==> src/rtl/cordic_pkg.sv <==
// Shared types and constants for the vectoring-mode CORDIC engine.
//   cordic_state_e : control FSM states
//   atan_lsb(i, w) : round(atan(2^-i) * 2^w / 2pi), i in 0..31
//   inv_gain(w)    : round(0.607252935 * 2^w), reciprocal of the CORDIC gain
//   angle_pi(w)    : half a turn, 2^(w-1)
// Tables are held at 32-bit resolution and rounded to the requested width;
// widths above 32 are left-shifted, so they carry no extra precision.
package cordic_pkg;

    typedef enum logic [1:0] {
        ST_IDLE  = 2'd0,
        ST_ROT   = 2'd1,
        ST_SCALE = 2'd2,
        ST_DONE  = 2'd3
    } cordic_state_e;

    localparam int unsigned REF_W       = 32;
    localparam logic [63:0] INV_GAIN_32 = 64'd2608131496;

    // atan(2^-i) with a full turn equal to 2^32.
    function automatic logic [31:0] atan_32(input int unsigned i);
        logic [31:0] r;
        r = 32'd0;
        case (i)
            0:  r = 32'h2000_0000;
            1:  r = 32'h12E4_051E;
            2:  r = 32'h09FB_385B;
            3:  r = 32'h0511_11D4;
            4:  r = 32'h028B_0D43;
            5:  r = 32'h0145_D7E1;
            6:  r = 32'h00A2_F61E;
            7:  r = 32'h0051_7C55;
            8:  r = 32'h0028_BE53;
            9:  r = 32'h0014_5F2F;
            10: r = 32'h000A_2F98;
            11: r = 32'h0005_17CC;
            12: r = 32'h0002_8BE6;
            13: r = 32'h0001_45F3;
            14: r = 32'h0000_A2FA;
            15: r = 32'h0000_517D;
            16: r = 32'h0000_28BE;
            17: r = 32'h0000_145F;
            18: r = 32'h0000_0A30;
            19: r = 32'h0000_0518;
            20: r = 32'h0000_028C;
            21: r = 32'h0000_0146;
            22: r = 32'h0000_00A3;
            23: r = 32'h0000_0051;
            24: r = 32'h0000_0029;
            25: r = 32'h0000_0014;
            26: r = 32'h0000_000A;
            27: r = 32'h0000_0005;
            28: r = 32'h0000_0003;
            29: r = 32'h0000_0001;
            30: r = 32'h0000_0001;
            default: r = 32'h0000_0000;
        endcase
        return r;
    endfunction

    // Re-express a 2^32-scaled constant at 2^w scale, rounding to nearest.
    function automatic logic [63:0] rescale_32(input logic [63:0] v, input int unsigned w);
        if (w >= REF_W) begin
            return v << (w - REF_W);
        end
        return (v + (64'd1 << (REF_W - 1 - w))) >> (REF_W - w);
    endfunction

    function automatic logic [63:0] atan_lsb(input int unsigned i, input int unsigned w);
        return rescale_32({32'd0, atan_32(i)}, w);
    endfunction

    function automatic logic [63:0] inv_gain(input int unsigned w);
        return rescale_32(INV_GAIN_32, w);
    endfunction

    function automatic logic [63:0] angle_pi(input int unsigned w);
        return 64'd1 << (w - 1);
    endfunction

endpackage

==> src/rtl/cordic_vectoring_iter_stage.sv <==
// cordic_vec_stage: one combinational vectoring micro-rotation.
//   x_i, y_i, z_i : current registered vector and accumulated angle
//   shift_i       : iteration index i (arithmetic shift amount)
//   atan_i        : ATAN[i] in binary angle units
//   x_c_o, y_c_o, z_c_o : rotated vector and updated angle (unregistered)
module cordic_vec_stage #(
    parameter int unsigned XW      = 22,
    parameter int unsigned ANGLE_W = 16,
    parameter int unsigned SHW     = 4
) (
    input  logic signed [XW-1:0]   x_i,
    input  logic signed [XW-1:0]   y_i,
    input  logic [ANGLE_W-1:0]     z_i,
    input  logic [SHW-1:0]         shift_i,
    input  logic [ANGLE_W-1:0]     atan_i,
    output logic signed [XW-1:0]   x_c_o,
    output logic signed [XW-1:0]   y_c_o,
    output logic [ANGLE_W-1:0]     z_c_o
);

    logic signed [XW-1:0] x_sh;
    logic signed [XW-1:0] y_sh;

    // Rotate toward the x axis; direction chosen by the sign of y.
    always_comb begin
        x_sh  = x_i >>> shift_i;
        y_sh  = y_i >>> shift_i;
        x_c_o = x_i;
        y_c_o = y_i;
        z_c_o = z_i;
        if (!y_i[XW-1]) begin
            x_c_o = x_i + y_sh;
            y_c_o = y_i - x_sh;
            z_c_o = z_i + atan_i;
        end else begin
            x_c_o = x_i - y_sh;
            y_c_o = y_i + x_sh;
            z_c_o = z_i - atan_i;
        end
    end

endmodule

==> src/rtl/cordic_vectoring_iter.sv <==
// cordic_vectoring_iter: iterative vectoring-mode CORDIC, one micro-rotation
// per clock. Converts (x, y) to magnitude and atan2(y, x).
//   clk, rst_n           : clock, asynchronous active-low reset
//   in_valid / in_ready  : operand handshake (in_ready only while idle)
//   x_in, y_in           : signed Cartesian operands
//   out_valid / out_ready: result handshake, result held until accepted
//   mag_out              : magnitude (times gain K unless compensated)
//   angle_out            : angle, full turn = 2^ANGLE_W
// Build option: define CORDIC_GAIN_COMP_EN to add a SCALE cycle that
// multiplies the magnitude by 1/K.
// The datapath carries GUARD extra fractional bits below the sign-extended
// WIDTH+2 integer part so that late iterations (large shifts) still steer
// correctly for small operands; the magnitude is rounded back on output.
module cordic_vectoring_iter
    import cordic_pkg::*;
#(
    parameter int unsigned WIDTH   = 32,
    parameter int unsigned ANGLE_W = 32,
    parameter int unsigned ITER    = 16
) (
    input  logic                    clk,
    input  logic                    rst_n,
    input  logic                    in_valid,
    output logic                    in_ready,
    input  logic signed [WIDTH-1:0] x_in,
    input  logic signed [WIDTH-1:0] y_in,
    output logic                    out_valid,
    input  logic                    out_ready,
    output logic [WIDTH+1:0]        mag_out,
    output logic [ANGLE_W-1:0]      angle_out
);

    localparam int unsigned GUARD = (ITER > 2) ? $clog2(ITER) : 1;
    localparam int unsigned MW    = WIDTH + 2;
    localparam int unsigned XW    = MW + GUARD;
    localparam int unsigned XR    = XW + 1;
    localparam int unsigned CNT_W = (ITER > 1) ? $clog2(ITER) : 1;

    localparam logic [CNT_W-1:0]       LAST = CNT_W'(ITER - 1);
    localparam logic [ANGLE_W-1:0]     PI_Z = ANGLE_W'(angle_pi(ANGLE_W));
    localparam logic signed [XR-1:0]   HALF = XR'(64'd1 << (GUARD - 1));

    cordic_state_e        state_q, state_d;
    logic [CNT_W-1:0]     cnt_q, cnt_d;
    logic signed [XW-1:0] x_q, x_d;
    logic signed [XW-1:0] y_q, y_d;
    logic [ANGLE_W-1:0]   z_q, z_d;
    logic                 zero_q, zero_d;
    logic                 in_ready_q, in_ready_d;
    logic                 out_valid_q, out_valid_d;
    logic [MW-1:0]        mag_q, mag_d;
    logic [ANGLE_W-1:0]   angle_q, angle_d;

    logic signed [XW-1:0] x_ext, y_ext;
    logic signed [XW-1:0] x_nxt, y_nxt;
    logic [ANGLE_W-1:0]   z_nxt;
    logic [ANGLE_W-1:0]   atan_cur;

    // Round the guarded datapath value back to integer magnitude units.
    function automatic logic [MW-1:0] round_mag(input logic signed [XW-1:0] v);
        logic signed [XR-1:0] t;
        t = XR'(v) + HALF;
        return MW'(t >>> GUARD);
    endfunction

    assign x_ext    = XW'(x_in) <<< GUARD;
    assign y_ext    = XW'(y_in) <<< GUARD;
    assign atan_cur = ANGLE_W'(atan_lsb(32'(cnt_q), ANGLE_W));

    cordic_vec_stage #(
        .XW      (XW),
        .ANGLE_W (ANGLE_W),
        .SHW     (CNT_W)
    ) u_stage (
        .x_i     (x_q),
        .y_i     (y_q),
        .z_i     (z_q),
        .shift_i (cnt_q),
        .atan_i  (atan_cur),
        .x_c_o   (x_nxt),
        .y_c_o   (y_nxt),
        .z_c_o   (z_nxt)
    );

`ifdef CORDIC_GAIN_COMP_EN
    localparam int unsigned        PW    = XW + WIDTH;
    localparam logic [WIDTH-1:0]   INV_G = WIDTH'(inv_gain(WIDTH));

    logic [PW-1:0]        prod;
    logic signed [XW-1:0] x_scl;

    // x is non-negative after vectoring, so an unsigned product is exact.
    assign prod  = PW'($unsigned(x_q)) * PW'(INV_G);
    assign x_scl = $signed(XW'(prod >> WIDTH));
`endif

    // Next-state, datapath and output register inputs.
    always_comb begin
        state_d     = state_q;
        cnt_d       = cnt_q;
        x_d         = x_q;
        y_d         = y_q;
        z_d         = z_q;
        zero_d      = zero_q;
        mag_d       = mag_q;
        angle_d     = angle_q;
        in_ready_d  = 1'b0;
        out_valid_d = 1'b0;

        case (state_q)
            ST_IDLE: begin
                if (in_valid && in_ready_q) begin
                    // Fold the left half-plane onto the right by a half turn.
                    if (x_in[WIDTH-1]) begin
                        x_d = -x_ext;
                        y_d = -y_ext;
                        z_d = PI_Z;
                    end else begin
                        x_d = x_ext;
                        y_d = y_ext;
                        z_d = '0;
                    end
                    zero_d  = (x_in == '0) && (y_in == '0);
                    cnt_d   = '0;
                    state_d = ST_ROT;
                end
            end
            ST_ROT: begin
                x_d = x_nxt;
                y_d = y_nxt;
                z_d = z_nxt;
                if (cnt_q == LAST) begin
                    cnt_d = '0;
`ifdef CORDIC_GAIN_COMP_EN
                    state_d = ST_SCALE;
`else
                    state_d = ST_DONE;
                    mag_d   = zero_q ? '0 : round_mag(x_nxt);
                    angle_d = zero_q ? '0 : z_nxt;
`endif
                end else begin
                    cnt_d = cnt_q + CNT_W'(1);
                end
            end
            ST_SCALE: begin
`ifdef CORDIC_GAIN_COMP_EN
                x_d     = x_scl;
                mag_d   = zero_q ? '0 : round_mag(x_scl);
                angle_d = zero_q ? '0 : z_q;
`endif
                state_d = ST_DONE;
            end
            ST_DONE: begin
                if (out_ready) begin
                    state_d = ST_IDLE;
                end
            end
            default: begin
                state_d = ST_IDLE;
            end
        endcase

        // Handshake flags are registered copies of the next state.
        in_ready_d  = (state_d == ST_IDLE);
        out_valid_d = (state_d == ST_DONE);
    end

    always_ff @(posedge clk or negedge rst_n) begin
        if (!rst_n) begin
            state_q     <= ST_IDLE;
            cnt_q       <= '0;
            x_q         <= '0;
            y_q         <= '0;
            z_q         <= '0;
            zero_q      <= 1'b0;
            in_ready_q  <= 1'b0;
            out_valid_q <= 1'b0;
            mag_q       <= '0;
            angle_q     <= '0;
        end else begin
            state_q     <= state_d;
            cnt_q       <= cnt_d;
            x_q         <= x_d;
            y_q         <= y_d;
            z_q         <= z_d;
            zero_q      <= zero_d;
            in_ready_q  <= in_ready_d;
            out_valid_q <= out_valid_d;
            mag_q       <= mag_d;
            angle_q     <= angle_d;
        end
    end

    assign in_ready  = in_ready_q;
    assign out_valid = out_valid_q;
    assign mag_out   = mag_q;
    assign angle_out = angle_q;

endmodule

==> config.mk <==
export PLATFORM = sky130hd
export DESIGN_NAME = cordic_vectoring_iter
export DESIGN_NICKNAME = d
export VERILOG_FILES = /design/src/rtl/cordic_pkg.sv /design/src/rtl/cordic_vectoring_iter_stage.sv /design/src/rtl/cordic_vectoring_iter.sv
export SDC_FILE = /design/constraint.sdc
export NUM_CORES = 1
export LEC_CHECK = 0
export BUFFER_PORTS_ARGS = -buffer_cell sky130_fd_sc_hd__buf_2
export CORE_MARGIN = 8
export CORE_UTILIZATION = 50
export DETAILED_ROUTE_END_ITERATION = 12
export GPL_ROUTABILITY_DRIVEN = 0
export PLACE_DENSITY = 0.66
export SYNTH_ARGS = -nofsm -noshare
export SYNTH_HDL_FRONTEND = slang
export SYNTH_SLANG_ARGS = --single-unit
==> constraint.sdc <==
create_clock -name clk -period 13.6 [get_ports clk]
set_input_delay 0.68 -clock clk [delete_from_list [all_inputs] [get_ports clk]]
set_output_delay 0.68 -clock clk [all_outputs]
set_load 0.01 [all_outputs]
==> flow_summary.json <==
{
  "status": "finished clean",
  "min_period_ns": 7.83,
  "crit_path_end_kind": "register",
  "path_clk_slew_ns": 0.08,
  "pin_count": 136,
  "worst_slew_pin_slew_ns": 1.25,
  "routed_wirelength_um": 66900,
  "synthFlopType": "dfrtp_1",
  "vias": 20244,
  "synth_enable_flop_cells": 0,
  "drt_iter0_drc": 1931,
  "netlist-cell-type-count": 98,
  "r2r-start": "cnt_q[0]",
  "clockBufferDepth": 2,
  "cts.repair.resized": 0,
  "portBuffers": 135,
  "root_buffer": "clkbuf_16",
  "fp.dieH_um": 222,
  "grt_max_degree": 98,
  "cts_tree": "done",
  "core_um2": 41900,
  "ys_ff_latch": 183,
  "relSlewSlack_pct": 16.7,
  "grt_usage_pct": 26.5,
  "r2r-end": "y_q[36]",
  "cp.arrival_ns": 8.19,
  "fin_worst_skew_ns": 0.0108,
  "r2r_cells": 21,
  "cp.required_ns": 13.97,
  "area_growth_pct": 6.29,
  "ant_nets": 0,
  "cts_setup_buffers": 0,
  "critPathLaunchType": "register",
  "reg2reg_slack_ns": 5.77,
  "ys_warn_count": 0,
  "grt_pass1_wl_um": 107000,
  "ys_seq_area_share_pct": 21.6,
  "synthArstFlopShare_pct": 100,
  "dr.pass1.iters": 8,
  "finalHoldViolations": 0,
  "slew_violations": 0,
  "cts.sinks": 183,
  "wl_per_cell_um": 21.6,
  "grt_pass1_vias": 19410,
  "worstSetupPathType": "reg -> reg",
  "synth_top_area_share_pct": 21.6,
  "maxCapViolCount": 0,
  "rsz0062_at_grt": "false",
  "critPathMaxFanout": 49,
  "utilization_pct": 53.8,
  "holdCritPathClass": "in -> async",
  "dp.final_hpwl_um": 51200,
  "setup_viol": 0,
  "synth_cells": 2526,
  "antenna_found_initial": 2,
  "yosys-top-cells-area": "dfrtp_1, ha_1, xnor2_1, mux4_2, xor2_1",
  "syn-cell-area_um2": 21200,
  "postCtsHoldBufs": 0,
  "max_freq_mhz": 128,
  "htree_levels": 4,
  "row_count": 75,
  "clock_latency_ns": 0.47,
  "cts_buffers": 17,
  "drive_gt1_share_pct": 12.7,
  "period_share_pct": 57.6,
  "nets": 2733,
  "post_drt_via_cell_ratio": 6.53,
  "die_area_um2": 49300,
  "synth_nets": 2713,
  "start_util_pct": 50.6,
  "die_x_um": 222,
  "syn_area_per_cell_um2": 8.40,
  "overflow": 0,
  "synth_top_cell_by_area": "dfrtp_1",
  "finalSetupTns_ns": 0,
  "drc": 0
}
## flip-flops by register name, indices dropped and copies added, names as in the netlist, 2 cells and up
register	count
y_q	38
z_q	32
cnt_q	4
mag_out	34
x_q	38
state_q	2
angle_out	32
## placed cells by master, fill, tap and decap left out, drive strengths merged, types with 30 or more instances in the layout
cell type	synthesis	final
nor3	57	57
xnor2	144	144
nor2	170	170
mux2i	51	51
a21o	56	56
and2	30	30
a31oi	36	36
mux2	38	38
a22o	62	62
o211ai	45	45
o22ai	35	35
dfrtp	183	183
a21oi	180	180
o31ai	35	35
nand2	252	252
buf	58	155
nor2b	36	36
nand3	60	60
o21a	33	33
o21ai	196	196
ha	116	116
mux4	74	74
inv	47	54
xor2	120	120
## metrics by stage
| step | instance area (um2) | hold slack [ns] | std cells | worst slack (ns) |
|---|---|---|---|---|
| floorplan | 21200 | 0.384 | 2526 | 6.03 |
| global placement | 22000 | 0.462 | 3066 | 6.01 |
| detailed placement | 22000 | 0.462 | 3066 | 5.87 |
| CTS | 22600 | 0.133 | 3098 | 5.84 |
| global route | 22600 | 0.157 | 3098 | 4.98 |
| finish | 22600 | 0.145 | 3099 | 5.77 |
## layer usage
layer / up-vias / part of all wire, % / global-route usage, %
met1: 9735 / 41 / 32.9
li1: 9491 / - / -
met2: 812 / 47 / 43.8
met5: - / 0.037 / 0
met3: 202 / 7.4 / 5.45
met4: 4 / 4.5 / 12.2
## critical path, cell delays in order (launching register included)
cell,delay [ns]
dfrtp_4,0.88
buf_4,0.70
mux4_1,0.71
mux2_2,0.32
mux2i_1,0.29
ha_1,0.26
and3_1,0.22
and4_1,0.25
a41o_1,0.27
a21boi_1,0.36
xnor2_1,0.12
ha_1,0.37
a21o_1,0.19
a2111oi_0,0.49
nor4_1,0.16
o31ai_1,0.27
nand2b_1,0.10
a2111oi_0,0.74
nor3_1,0.14
a2111oi_0,0.51
mux2i_1,0.24
nand2_1,0.06
## worst max-delay path by stage
stage | startpoint | end | slack (ns) | cells past startpoint
floorplan | cnt_q[3] | mag_out[33] | 6.03 | 28
global placement | cnt_q[0] | y_q[36] | 6.01 | 21
detailed placement | cnt_q[0] | y_q[36] | 5.87 | 21
CTS | cnt_q[0] | y_q[36] | 5.84 | 21
global route | cnt_q[0] | y_q[36] | 4.98 | 20
finish | cnt_q[0] | y_q[36] | 5.77 | 21
## layout make-up
type,count,area [um2]
antenna,1,2.50
clock buffer,18,439
clock inverter,14,160
fill,3902,19400
inverter,49,184
multi-input combinational,2139,15700
sequential,183,4590
tap,539,674
timing repair buffer,156,842
## kinds of logic (layout without fill, tap and decap cells)
| family | count (synthesis) | count (layout) | share of synthesized area [%] |
|---|---|---|---|
| AOI/OAI and AO/OA | 812 | 812 | 25.0 |
| and+or+nand+nor | 780 | 780 | 18.0 |
| xor gates and xnor gates | 264 | 264 | 10.9 |
| buffers and inverters | 204 | 237 | 4.75 |
| DFF | 183 | 183 | 21.6 |
| muxes | 163 | 163 | 12.6 |
| adders and majority gates | 120 | 120 | 7.17 |
| other | 0 | 1 | 0 |
## synth_stat cells (8+ instances only)
| cell | count |
|---|---|
| a2111oi_0 | 11 |
| a211oi_1 | 25 |
| a21o_1 | 55 |
| a21oi_1 | 180 |
| a22o_1 | 61 |
| a22oi_1 | 10 |
| a31oi_1 | 36 |
| and2_1 | 29 |
| and3_1 | 26 |
| and4_1 | 8 |
| buf_1 | 26 |
| buf_2 | 8 |
| buf_6 | 12 |
| clkbuf_1 | 93 |
| dfrtp_1 | 183 |
| ha_1 | 116 |
| inv_1 | 46 |
| mux2_2 | 35 |
| mux2i_1 | 51 |
| mux4_1 | 19 |
| mux4_2 | 55 |
| nand2_1 | 252 |
| nand2b_1 | 28 |
| nand3_1 | 60 |
| nand4_1 | 15 |
| nor2_1 | 169 |
| nor2b_1 | 36 |
| nor3_1 | 57 |
| nor3b_1 | 13 |
| nor4_1 | 14 |
| o211ai_1 | 45 |
| o21a_1 | 33 |
| o21ai_0 | 195 |
| o21bai_1 | 12 |
| o22ai_1 | 35 |
| o31ai_1 | 35 |
| o41ai_1 | 9 |
| or2_2 | 16 |
| or3_1 | 21 |
| or4_1 | 11 |
| xnor2_1 | 144 |
| xor2_1 | 120 |
Power is not shown: default switching activity piles up to over one toggle a cycle in this logic, so the estimate is an artifact.
